`config.mk`:
```
export PLATFORM = sky130hd
export DESIGN_NAME = uart_axis_rx
export DESIGN_NICKNAME = d
export VERILOG_FILES = /design/src/rtl/uart_axis_rx.sv
export SDC_FILE = /design/constraint.sdc
export NUM_CORES = 1
export LEC_CHECK = 0
export ABC_CLOCK_PERIOD_IN_PS = 2750
export BUFFER_PORTS_ARGS = -buffer_cell sky130_fd_sc_hd__buf_2
export CAP_MARGIN = 20
export CORE_ASPECT_RATIO = 0.5
export CORE_MARGIN = 2
export CORE_UTILIZATION = 54
export DETAILED_ROUTE_END_ITERATION = 16
export PLACE_DENSITY_LB_ADDON = 0.15
export SLEW_MARGIN = 5
export SYNTH_ARGS = -nofsm -noshare
export SYNTH_HDL_FRONTEND = slang
export SYNTH_SLANG_ARGS = --single-unit
```
`constraint.sdc`:
```
create_clock -name i_clk -period 2.75 [get_ports i_clk]
set_input_delay 0.55 -clock i_clk [delete_from_list [all_inputs] [get_ports i_clk]]
set_output_delay 0.55 -clock i_clk [all_outputs]
set_load 0.1 [all_outputs]
```
`src/rtl/uart_axis_rx.sv`:
```
// uart_axis_rx: 8N1 UART receiver producing an AXI4-Stream byte stream through a small FIFO
module uart_axis_rx #(
   parameter int          CLKS_PER_BIT = 868,
   parameter int          FIFO_AW      = 2,
   parameter logic [7:0]  EOL_CHAR     = 8'h0A
) (
   input  logic       i_clk,
   input  logic       i_rst,
   input  logic       i_uart_rx,
   output logic [7:0] o_tdata,
   output logic       o_tlast,
   output logic       o_tvalid,
   input  logic       i_tready,
   output logic       o_frame_err,
   output logic       o_overrun
);
   localparam int CW = $clog2(CLKS_PER_BIT);
   localparam logic [CW-1:0] HALF  = CW'(CLKS_PER_BIT / 2 - 1);
   localparam logic [CW-1:0] FULLB = CW'(CLKS_PER_BIT - 1);
   typedef enum logic [2:0] {IDLE, START, DATA, STOP, BRK} state_t;
   state_t            state_q, state_d;
   logic              s1_q, rx_s_q;
   logic [CW-1:0]     baud_q, baud_d;
   logic [2:0]        bit_q, bit_d;
   logic [7:0]        shift_q, shift_d;
   logic [8:0]        mem_q [2**FIFO_AW];
   logic [FIFO_AW:0]  wp_q, rp_q;
   logic              tick, push_req, ferr_d, empty, full, pop, do_push, ovr_d;
   logic              ferr_q, ovr_q;
   assign tick     = baud_q == '0;
   assign empty    = wp_q == rp_q;
   assign full     = (wp_q[FIFO_AW] != rp_q[FIFO_AW]) && (wp_q[FIFO_AW-1:0] == rp_q[FIFO_AW-1:0]);
   assign pop      = !empty && i_tready;
   assign do_push  = push_req && (!full || pop);
   assign ovr_d    = push_req && !do_push;
   assign o_tvalid = !empty;
   assign {o_tlast, o_tdata} = empty ? 9'd0 : mem_q[rp_q[FIFO_AW-1:0]];
   assign o_frame_err = ferr_q;
   assign o_overrun   = ovr_q;
   // two-flop synchroniser on the idle-high serial input
   always_ff @(posedge i_clk)
      if (i_rst) {rx_s_q, s1_q} <= 2'b11;
      else       {rx_s_q, s1_q} <= {s1_q, i_uart_rx};
   // receiver state, baud counter, bit index and shift register
   always_ff @(posedge i_clk)
      if (i_rst) begin
         state_q <= IDLE;
         baud_q  <= '0;
         bit_q   <= '0;
         shift_q <= '0;
      end else begin
         state_q <= state_d;
         baud_q  <= baud_d;
         bit_q   <= bit_d;
         shift_q <= shift_d;
      end
   // next state: half-bit delay to the start centre, then one full bit per sample
   always_comb begin
      state_d = state_q;
      baud_d  = baud_q;
      bit_d   = bit_q;
      shift_d = shift_q;
      case (state_q)
         IDLE:  if (!rx_s_q) begin
                   baud_d  = HALF;
                   state_d = START;
                end
         START: if (!tick) baud_d = baud_q - 1'b1;
                else if (!rx_s_q) begin
                   baud_d  = FULLB;
                   bit_d   = '0;
                   state_d = DATA;
                end else state_d = IDLE;
         DATA:  if (!tick) baud_d = baud_q - 1'b1;
                else begin
                   shift_d = {rx_s_q, shift_q[7:1]};
                   baud_d  = FULLB;
                   bit_d   = bit_q + 1'b1;
                   state_d = bit_q == 3'd7 ? STOP : DATA;
                end
         STOP:  if (!tick) baud_d = baud_q - 1'b1;
                else state_d = rx_s_q ? IDLE : BRK;
         BRK:   if (rx_s_q) state_d = IDLE;
         default: state_d = IDLE;
      endcase
   end
   // outputs of the FSM: push on a good stop bit, error on a bad one
   always_comb begin
      push_req = (state_q == STOP) && tick && rx_s_q;
      ferr_d   = (state_q == STOP) && tick && !rx_s_q;
   end
   // FIFO pointers wrap naturally; the extra MSB separates full from empty
   always_ff @(posedge i_clk)
      if (i_rst) begin
         wp_q <= '0;
         rp_q <= '0;
      end else begin
         wp_q <= wp_q + (FIFO_AW+1)'(do_push);
         rp_q <= rp_q + (FIFO_AW+1)'(pop);
      end
   // FIFO storage: byte plus end-of-line tag
   always_ff @(posedge i_clk)
      if (do_push) mem_q[wp_q[FIFO_AW-1:0]] <= {shift_q == EOL_CHAR, shift_q};
   // registered one-cycle error pulses
   always_ff @(posedge i_clk)
      if (i_rst) {ferr_q, ovr_q} <= 2'b00;
      else       {ferr_q, ovr_q} <= {ferr_d, ovr_d};
endmodule

```
==> summary.txt, run 1 <==
Outcome - finished, final reports clean
Number of input and output port buffers inserted - 15
Die span in y - 57.4 µm
Areal power density over the cells - 704 mW/mm²
Cell depth of the worst flop-to-flop path - 7
Leading cell type in the layout, fill and taps excluded - edfxtp_1
Part of the Yosys area used for sequential elements - 57.2%
Die boundary width - 111 µm
P_leak - 1.30 nW
Data arrival time of the critical path - 2450 ps
Remaining Overflow, GRT - 0
Total CTS buffers - 9
Ratio of cells with drive above 1 in the final layout - 21.8%
Required time of the critical path - 2730 ps
Final setup vio count - 0
Simple-gate share of the synthesized area - 17.4%
Number of clock sinks seen by CTS - 70
Worst Hold Path Cells - 2
Mux contribution to synthesized area - 9.83%
Worst-path maximum fanout - 9
Number of antenna violations at the first check in global routing - 0
Transition time at the pin with the least slew margin - 600 ps
Synthesized-area fraction occupied by xor and xnor cells - 1.71%
Overall track demand over capacity in global routing - 19.9%
Reg-to-reg critical path endpoint - mem_q[3][8]$_DFFE_PP_
Synth Area in Compound Gates - 8.05%
Post-route minimum period - 2460 ps
Wire length of the first global-routing pass - 9630 µm
Area growth syn-to-layout - 15.6%
Standard cell core area - 0.00549 mm²
VDD IR-drop max - 0.453 mV
Syn_nets - 261
DRC violation count after routing - 0
Vias in the first global route - 1910
Commonest cells after routing, fill and taps aside - edfxtp_1 (36), dfxtp_1 (34), nor2_1 (29), nor2b_1 (15), buf_2 (15)
Rows - 19
Count of boundary I/O pins - 16
H-tree depth reported by CTS - 3
Total number of yosys warnings - 0
Number of maximum-capacitance constraint violations - 0
Endpoint of the worst hold-timing path - s1_q$_SDFF_PP1_
Total wire length after detailed routing - 5730 µm
Kind of launch point of the worst setup path - flop
Setup slack, reg-to-reg - 290 ps
Drt wl/cell - 16.5 µm
Critical R2R Launch - baud_q[0]$_SDFFE_PP0P_
Maximum clock frequency - 406 MHz
TritonCTS clock tree - yes
Remaining number of nets flagged by the antenna check after routing - 0
Starting density of the core - 56.1%
Buffer type at the clock tree root - clkbuf_16
DR vias/cell - 5.63
Total standard cell area after synthesis - 0.00308 mm²
Endpoint class of the critical path - flop
Register clock-pin slew on the reported worst setup and hold paths - 60 ps
Worst setup path category - flop to flop
Total power - 2.51 mW
Diodes inserted - 0
Skew-Pair Late Insertion Delay - 330 ps
Quantity of gates resized following cts - 0
Number of instances in the synthesized netlist - 249
Number of max-slew violations in the final report - 0
Path type of the worst min-delay path - input port to flop
Post-route fraction of the period consumed by the critical path - 89.6%
Flop and latch count out of synthesis - 70
Worst hold path startpoint - i_uart_rx
Endpoints failing hold - 0
Final estimated routing congestion in global placement - 0.851
Setup TNS after final layout - 0 ps
Post-layout nets - 282
Drt pass-1 iters - 4
Unrepaired setup endpoints after global routing - false
Average cell area after synthesis - 12.4 µm²
Post-Synth Adder-Cell Area - 3.25%
Detailed-route via count - 1958
Total setup buffers inserted after CTS - 0
Dominant combinational cell family by area after synthesis - simple AND/OR/NAND/NOR gates
Hold Buf Count CTS - 0
Detailed-placement wirelength estimate - 3700 µm
Buffer depth of the longest clock path - 2
Pin count of the biggest net entering global routing - 35
Normalized max-slew margin - 59.6%
Die outline area - 0.00636 mm²
Setup clock skew after layout - 8.66 ps
Iteration-0 DRC Markers - 74
Library cells used by synthesis - 46
==> cells in the mapped netlist, drive strengths merged <==
cell     number  share of area [%]
edfxtp       36                 35
dfxtp        34                 22
nor2         29                3.5
nor2b        15                3.0
a21oi        12                2.0
nor3         11                2.3
mux2i        10                3.3
mux4          9                6.6
ha            8                3.3
clkbuf        7               0.85
inv           7               0.85
o21ai         7                1.1
xnor2         6                1.7
nand2         5               0.61
nand3         5               0.98
buf           4               0.85
nor4          4                1.7
o31ai         4                1.1
a211oi        3               0.73
a22oi         3               0.73
a31oi         3               0.61
and3          3               0.61
nor3b         3               0.73
or2           3               0.61
nand3b        2               0.49
nor4b         2               0.57
or3b          2               0.57
or4           2               0.61
a2111oi       1               0.28
a21o          1               0.28
a311o         1               0.33
and3b         1               0.28
and4b         1               0.33
nand4         1               0.20
o21a          1               0.24
o21ba         1               0.33
o31a          1               0.28
or3           1               0.20
==> through the flow <==
step / util, % / hold slack (ps) / std cells / instance area, µm² / setup WS, ps
after floorplan: - / 389 / 249 / 3080 / -269
after global routing: 64.8 / 398 / 348 / 3560 / 104
final: 64.8 / 406 / 348 / 3560 / 285
after detailed placement: 59.0 / 403 / 332 / 3240 / 312
after global placement: 59.0 / 401 / 332 / 3240 / 433
after CTS: 64.8 / 393 / 348 / 3560 / 216
==> power breakdown <==
group	internal (mW)	switching, mW
logic	0.0632	0.0976
clock network	0.801	0.430
registers	1.10	0.0166
==> layer usage <==
layer,vias to the layer above,share of wire (%),global-route usage [%]
met1,936,46,24.7
met4,0,1.8,8.39
met2,45,48,33.6
met5,-,0,0
met3,10,4.4,5.74
li1,967,-,-
==> worst max-delay path, stage by stage, from the launching register on <==
cell and delay (ps):
dfxtp_1 320, inv_1 130, ha_1 170, or3b_2 490, nor3_4 230, nand4_1 230, inv_1 130, and3_1 420
==> sequential cells by signal (all words and copies together) (netlist names) <==
signal	count
baud_q	10
bit_q	3
mem_q	36
o_frame_err	1
o_overrun	1
rp_q	3
rx_s_q	1
s1_q	1
shift_q	8
state_q	3
wp_q	3
==> worst max-delay path by stage <==
stage	cells after the start	endpoint	startpoint	slack [ps]
final	7	mem_q[3][8]$_DFFE_PP_	baud_q[0]$_SDFFE_PP0P_	290
after global routing	5	o_tdata[5]	rp_q[0]$_SDFF_PP0_	100
after CTS	5	o_tdata[0]	rp_q[0]$_SDFF_PP0_	220
after detailed placement	7	mem_q[3][3]$_DFFE_PP_	baud_q[0]$_SDFFE_PP0P_	310
after global placement	7	mem_q[3][4]$_DFFE_PP_	baud_q[0]$_SDFFE_PP0P_	430
after floorplan	5	o_tdata[0]	rp_q[1]$_SDFF_PP0_	-270
==> final cells by class <==
| cell class | instances | area [µm²] |
|---|---|---|
| fillers | 418 | 1930 |
| well taps | 73 | 91.3 |
| clock inverters | 6 | 93.8 |
| multi-input cells | 161 | 1240 |
| flip-flops and latches | 70 | 1760 |
| inverters | 7 | 26.3 |
| clock buffers | 10 | 229 |
| repair buffers | 21 | 120 |
==> cells by family (layout without fill, tap and decap cells) <==
kind of cell | after synthesis | in the layout
AND/OR/NAND/NOR | 90 | 90
flip-flops | 70 | 70
AO/OA/AOI/OAI | 38 | 38
multiplexers | 19 | 19
buffers and inverters | 18 | 44
adder cells (fa/ha/maj) | 8 | 8
XOR/XNOR | 6 | 6
(Power assumes the default switching activity.)
==> run 2, diff against run 1 <==
--- a/config.mk
+++ b/config.mk
@@ -5,12 +5,12 @@
 export SDC_FILE = /design/constraint.sdc
 export NUM_CORES = 1
 export LEC_CHECK = 0
-export ABC_CLOCK_PERIOD_IN_PS = 2750
+export ABC_CLOCK_PERIOD_IN_PS = 2700
 export BUFFER_PORTS_ARGS = -buffer_cell sky130_fd_sc_hd__buf_2
 export CAP_MARGIN = 20
 export CORE_ASPECT_RATIO = 0.5
 export CORE_MARGIN = 2
-export CORE_UTILIZATION = 54
+export CORE_UTILIZATION = 60
 export DETAILED_ROUTE_END_ITERATION = 16
 export PLACE_DENSITY_LB_ADDON = 0.15
 export SLEW_MARGIN = 5
==> constraint.sdc (replaced) <==
create_clock -name i_clk -period 2.7 [get_ports i_clk]
set_input_delay 0.54 -clock i_clk [delete_from_list [all_inputs] [get_ports i_clk]]
set_output_delay 0.54 -clock i_clk [all_outputs]
set_load 0.1 [all_outputs]
==> summary.txt, run 2 (synthesis results as in run 1) <==
Outcome - finished, final reports clean
Final Util - 69.8% (+4.9 points)
Setup TNS after final layout - 0 ps (unchanged)
Total power - 2.15 mW (-14%)
Filler instances - 346 (-17%)
Standard cell with the maximum stage delay on the critical path - buf_2
Count of boundary I/O pins - 16 (unchanged)
Final setup vio count - 0 (unchanged)
Commonest cells after routing, fill and taps aside - edfxtp_1 (36), dfxtp_1 (34), nor2_1 (29), nor2b_1 (15), buf_2 (15)
Drt pass-1 iters - 4 (unchanged)
Register clock-pin slew on the reported worst setup and hold paths - 80 ps (+20 ps)
DR vias/cell - 5.88 (+4.5%)
Flip-flop and latch area - 0.00176 mm² (unchanged)
Hold Buf Count CTS - 0 (unchanged)
Number of flip-flops under the largest register name - 36 (unchanged)
Quantity of gates resized following cts - 0 (unchanged)
Drt wl/cell - 16.0 µm (-2.7%)
Overall track demand over capacity in global routing - 21.0% (+1.1 points)
Vias in the first global route - 1758 (-8.0%)
Area growth syn-to-layout - 11.7%
Final non-filler cell area - 0.00344 mm² (-3.4%)
Buffer depth of the longest clock path - 2 (unchanged)
Kind of launch point of the worst setup path - flop
P_leak - 1.24 nW (-4.3%)
Wire length of the first global-routing pass - 8740 µm (-9.2%)
VDD IR-drop max - 0.397 mV (-12%)
Leading cell type in the layout, fill and taps excluded - edfxtp_1
Number of antenna violations at the first check in global routing - 0 (unchanged)
Areal power density over the cells - 625 mW/mm² (-11%)
Number of input and output port buffers inserted - 15 (unchanged)
Post-route fraction of the period consumed by the critical path - 91.7%
Die boundary width - 105 µm (-4.9%)
Number of maximum-capacitance constraint violations - 0 (unchanged)
Pin count of the biggest net entering global routing - 35 (unchanged)
Number of max-slew violations in the final report - 0 (unchanged)
Crit path cell chain - buf_4, xnor2_1, and3_1, nor2b_1, buf_2
Total CTS buffers - 9 (unchanged)
DRC violation count after routing - 0 (unchanged)
Detailed-placement wirelength estimate - 3690 µm (-0.21%)
Worst setup path category - flop to output pin
Unrepaired setup endpoints after global routing - false
Endpoint class of the critical path - output pin
Normalized max-slew margin - 59.3% (-0.29 points)
Worst path max stage delay - 430 ps (-60 ps)
TritonCTS clock tree - yes
Final estimated routing congestion in global placement - 0.846 (-0.56%)
Remaining Overflow, GRT - 0 (unchanged)
Ratio of cells with drive above 1 in the final layout - 22.2% (+0.36 points)
Maximum clock frequency - 404 MHz
Path type of the worst min-delay path - input port to flop
Area of combinational cells with multiple inputs - 0.00124 mm² (unchanged)
Data arrival time of the critical path - 1930 ps (-520 ps)
Number of clock sinks seen by CTS - 70 (unchanged)
Remaining number of nets flagged by the antenna check after routing - 0 (unchanged)
Post-layout nets - 282 (unchanged)
Transition time at the pin with the least slew margin - 611 ps (+10.7 ps)
Final critical-path setup slack - 225 ps (-60.3 ps)
Post-route minimum period - 2470 ps
H-tree depth reported by CTS - 3 (unchanged)
Setup clock skew after layout - 8.46 ps (-0.201 ps)
Standard cell core area - 0.00493 mm² (-10%)
Setup Slack @ Placement - 269 ps (-43.2 ps)
Buffer type at the clock tree root - clkbuf_8
Diodes inserted - 0 (unchanged)
Iteration-0 DRC Markers - 87 (+18%)
Total wire length after detailed routing - 5530 µm (-3.6%)
Worst-path maximum fanout - 11 (+2)
Total setup buffers inserted after CTS - 0 (unchanged)
Die span in y - 54.7 µm (-4.8%)
Endpoints failing hold - 0 (unchanged)
Required time of the critical path - 2160 ps (-570 ps)
Skew-Pair Late Insertion Delay - 340 ps (about the same)
Rows - 18 (-1)
Die outline area - 0.00576 mm² (-9.5%)
Starting density of the core - 62.4% (+6.4 points)
Placed instance area - 0.00323 mm² (-0.12%)
Detailed-route via count - 2029 (+3.6%)
run 2: changes by cell type in the layout (fill, tap and decap cells not counted):
cell	change
bufinv_16	-1
clkbuf_8	+9
clkinv_4	+1
inv_8	+1
clkbuf_16	-9
inv_6	-1
clkbuf_1	-1
clkinvlp_4	+1
run 2: metrics by stage:
stage	hold WS [ps]	instances
floorplan	389	249
global placement	401	329
detailed placement	406	329
CTS	359	345
global route	350	345
finish	375	345
run 2: final timing paths:
kind	from	end	slack [ps]	cells past startpoint
min reg2reg	s1_q$_SDFF_PP1_	rx_s_q$_SDFF_PP1_	420	1
max reg2reg	baud_q[0]$_SDFFE_PP0P_	mem_q[3][1]$_DFFE_PP_	260	7
max	rp_q[0]$_SDFF_PP0_	o_tdata[4]	230	5
min	i_uart_rx	s1_q$_SDFF_PP1_	370	2
run 2: layer usage:
layer / wire (µm) / track usage, % / vias up
met5: 0 / 0 / -
met4: 57 / 4.89 / 0
met3: 266 / 7.62 / 6
met2: 2650 / 36.1 / 54
met1: 2560 / 26.1 / 997
li1: - / - / 972
run 2: final cells by class:
cell class | count | area share (%)
inverter | 7 | 0.764
clock buffer | 9 | 3.60
timing repair buffer | 21 | 3.49
clock inverter | 7 | 2.40
sequential | 70 | 51.2
tap | 70 | 2.55
multi-input combinational | 161 | 36.0
run 2: power breakdown:
group	internal [mW]	switching [mW]
logic	0.0646	0.0993
registers	1.12	0.0169
clock network	0.438	0.414
total	1.62	0.531
run 2: worst max-delay path: cells and delay by family, from the launching register on:
| family | cells | cell delay [ps] |
|---|---|---|
| flip-flops | 1 | 320 |
| buffers and inverters | 2 | 660 |
| XOR/XNOR | 1 | 120 |
| AND/OR/NAND/NOR | 2 | 490 |
==> run 3, diff against run 2 <==
--- a/config.mk
+++ b/config.mk
@@ -5,6 +5,7 @@
 export SDC_FILE = /design/constraint.sdc
 export NUM_CORES = 1
 export LEC_CHECK = 0
+export ABC_AREA = 1
 export ABC_CLOCK_PERIOD_IN_PS = 2700
 export BUFFER_PORTS_ARGS = -buffer_cell sky130_fd_sc_hd__buf_2
 export CAP_MARGIN = 20
==> summary.txt, run 3 <==
Endpoints failing hold - 0 (unchanged)
Post-layout nets - 379 (+34%)
Drt wl/cell - 13.4 µm (-16%)
Remaining number of nets flagged by the antenna check after routing - 0 (unchanged)
Die span in y - 55.4 µm (+1.4%)
TritonCTS clock tree - yes
Quantity of gates resized following cts - 0 (unchanged)
Standard cell with the maximum stage delay on the critical path - dfxtp_1
Final non-filler cell area - 0.00354 mm² (+2.9%)
Number of input and output port buffers inserted - 15 (unchanged)
Normalized max-slew margin - 52.2% (-7.1 points)
Iteration-0 DRC Markers - 123 (+41%)
DR vias/cell - 5.21 (-11%)
Vias in the first global route - 2148 (+22%)
Die outline area - 0.00593 mm² (+3.0%)
Placed instance area - 0.00333 mm² (+2.9%)
Part of the Yosys area used for sequential elements - 55.5% (-1.7 points)
Maximum clock frequency - 386 MHz (-4.4%)
Diodes inserted - 0 (unchanged)
Worst path max stage delay - 370 ps (-60 ps)
Final setup vio count - 0 (unchanged)
Number of antenna violations at the first check in global routing - 0 (unchanged)
Wire length of the first global-routing pass - 9850 µm (+13%)
Total setup buffers inserted after CTS - 0 (unchanged)
Transition time at the pin with the least slew margin - 711 ps (+100 ps)
Cell with the most instances after synthesis - nor2_1
Total number of yosys warnings - 0 (unchanged)
Commonest cells after routing, fill and taps aside - nor2_1 (65), nand2_1 (41), inv_1 (38), edfxtp_1 (36), dfxtp_1 (33)
Rows - 18 (unchanged)
Synth top cells by count - nor2_1 (65), nand2_1 (42), inv_1 (38)
Flip-flop and latch area - 0.00176 mm² (about the same)
Filler instances - 378 (+9.2%)
Number of flip-flops under the largest register name - 36 (unchanged)
Post-route fraction of the period consumed by the critical path - 95.9% (+4.2 points)
Cell depth of the worst flop-to-flop path - 9 (+2)
Endpoint of the worst hold-timing path - s1_q$_SDFF_PP1_
Required time of the critical path - 2160 ps (about the same)
Outcome - finished, final reports clean
Syn_nets - 358 (+37%)
Crit path cell chain - or2_2, a21oi_1, nand2_2, nand2_1, inv_1, buf_2
Post-synth ARST share - 0% (unchanged)
Worst hold path startpoint - i_uart_rx
Setup slack, reg-to-reg - 620 ps (+360 ps)
Kind of launch point of the worst setup path - flop
Worst slack on hold paths - 372 ps (-2.32 ps)
Buffer and inverter count on the worst path - 2 (unchanged)
Post-route minimum period - 2590 ps (+114 ps)
DRC violation count after routing - 0 (unchanged)
Final estimated routing congestion in global placement - 0.796 (-5.9%)
Endpoint class of the critical path - output pin
Total standard cell area after synthesis - 0.00318 mm² (+3.1%)
Library cell occupying the most area in the post-synthesis netlist - edfxtp_1
VDD IR-drop max - 0.444 mV (+12%)
Area of combinational cells with multiple inputs - 0.00120 mm² (-3.3%)
Number of instances in the synthesized netlist - 346 (+39%)
Area growth syn-to-layout - 11.5%
Commonest register cell after synthesis - edfxtp_1
Pin count of the biggest net entering global routing - 19 (-46%)
Skew-Pair Late Insertion Delay - 350 ps (about the same)
Library cells used by synthesis - 36 (-22%)
Detailed-route via count - 2305 (+14%)
Starting density of the core - 63.2% (+0.80 points)
P_leak - 1.50 nW (+21%)
Average cell area after synthesis - 9.18 µm² (-26%)
CP startpoint - wp_q[1]$_SDFF_PP0_
Count of boundary I/O pins - 16 (unchanged)
Detailed-placement wirelength estimate - 3900 µm (+5.7%)
Critical R2R Launch - wp_q[1]$_SDFF_PP0_
Largest cells by area after synthesis - edfxtp_1 (34%), dfxtp_1 (21%), nor2_1 (7.7%)
Worst-path maximum fanout - 11 (unchanged)
Register clock-pin slew on the reported worst setup and hold paths - 80 ps (about the same)
Total wire length after detailed routing - 5920 µm (+7.1%)
Flop and latch count out of synthesis - 70 (unchanged)
Worst Hold Path Cells - 2 (unchanged)
Overall track demand over capacity in global routing - 21.7% (+0.71 points)
Standard cell core area - 0.00502 mm² (+1.8%)
Buffer depth of the longest clock path - 2 (unchanged)
Worst setup path category - flop to output pin
Number of clock sinks seen by CTS - 70 (unchanged)
Total CTS buffers - 9 (unchanged)
Reg-to-reg critical path endpoint - rp_q[2]$_SDFF_PP0_
Yosys top cell area share - 34.0% (-1.1 points)
Number of max-slew violations in the final report - 0 (unchanged)
Setup TNS after final layout - 0 ps (unchanged)
Remaining Overflow, GRT - 0 (unchanged)
Die boundary width - 107 µm (+1.5%)
Data arrival time of the critical path - 2050 ps (+120 ps)
Ratio of cells with drive above 1 in the final layout - 17.2% (-5.0 points)
Unrepaired setup endpoints after global routing - false
Number of enable-type register cells in the synthesized netlist - 36 (unchanged)
Leading cell type in the layout, fill and taps excluded - nor2_1
Number of maximum-capacitance constraint violations - 0 (unchanged)
Areal power density over the cells - 716 mW/mm² (+15%)
Path type of the worst min-delay path - input port to flop
H-tree depth reported by CTS - 3 (unchanged)
Category of cells accounting for the largest share of critical-path delay - simple AND/OR/NAND/NOR gates
Drt pass-1 iters - 4 (unchanged)
Buffer type at the clock tree root - clkbuf_8
Hold Buf Count CTS - 0 (unchanged)
Setup clock skew after layout - 7.76 ps (-0.696 ps)
-- run 3: cells by family after synthesis --
family | after synthesis | synth area share, %
fa+ha+maj | 8 | 3.15
compound gates | 59 | 10.8
buf+inv | 54 | 6.90
simple gates | 147 | 21.4
flops | 70 | 55.5
xor+xnor | 8 | 2.21
-- run 3: worst max path at each step --
stage          cells after the start          to
2_1_floorplan                      7  o_tdata[0]
3_3_place_gp                       6  o_tdata[5]
3_5_place_dp                       6  o_tdata[7]
4_1_cts                            6  o_tdata[1]
5_1_grt                            6  o_tdata[1]
6_report                           6  o_tdata[1]
-- run 3: power breakdown --
group,leakage [nW],switching (mW),total (mW),internal [mW]
combinational,0.780,0.310,0.485,0.174
clock,0.108,0.404,0.862,0.458
sequential,0.610,0.0460,1.19,1.14
total,1.50,0.760,2.54,1.78
-- run 3: through the flow --
step / total power, mW / worst slack [ps] / instances / utilization, %
2_1_floorplan: 1.62 / 149 / 346 / -
3_5_place_dp: 1.69 / 428 / 426 / 66.3
6_report: 2.54 / 111 / 442 / 70.5
5_1_grt: 2.67 / 38.6 / 442 / 70.5
3_3_place_gp: 1.68 / 463 / 426 / 66.3
4_1_cts: 2.55 / 8.78 / 442 / 70.4
-- run 3: cell type report --
type                    instances  share of cell area, %
multi-input cells             222                   33.8
clock buffers                  10                   3.89
clock inverters                 6                   1.91
flip-flops and latches         70                   49.8
inverters                      42                   4.56
well taps                      70                   2.47
repair buffers                 22                   3.60
-- run 3: layer usage --
| layer | global-route usage (%) | vias up | wire length (µm) |
|---|---|---|---|
| met5 | 0 | - | 0 |
| met4 | 7.79 | 0 | 89 |
| met1 | 28.9 | 1034 | 2870 |
| met2 | 33.8 | 59 | 2670 |
| li1 | - | 1198 | - |
| met3 | 6.73 | 14 | 289 |
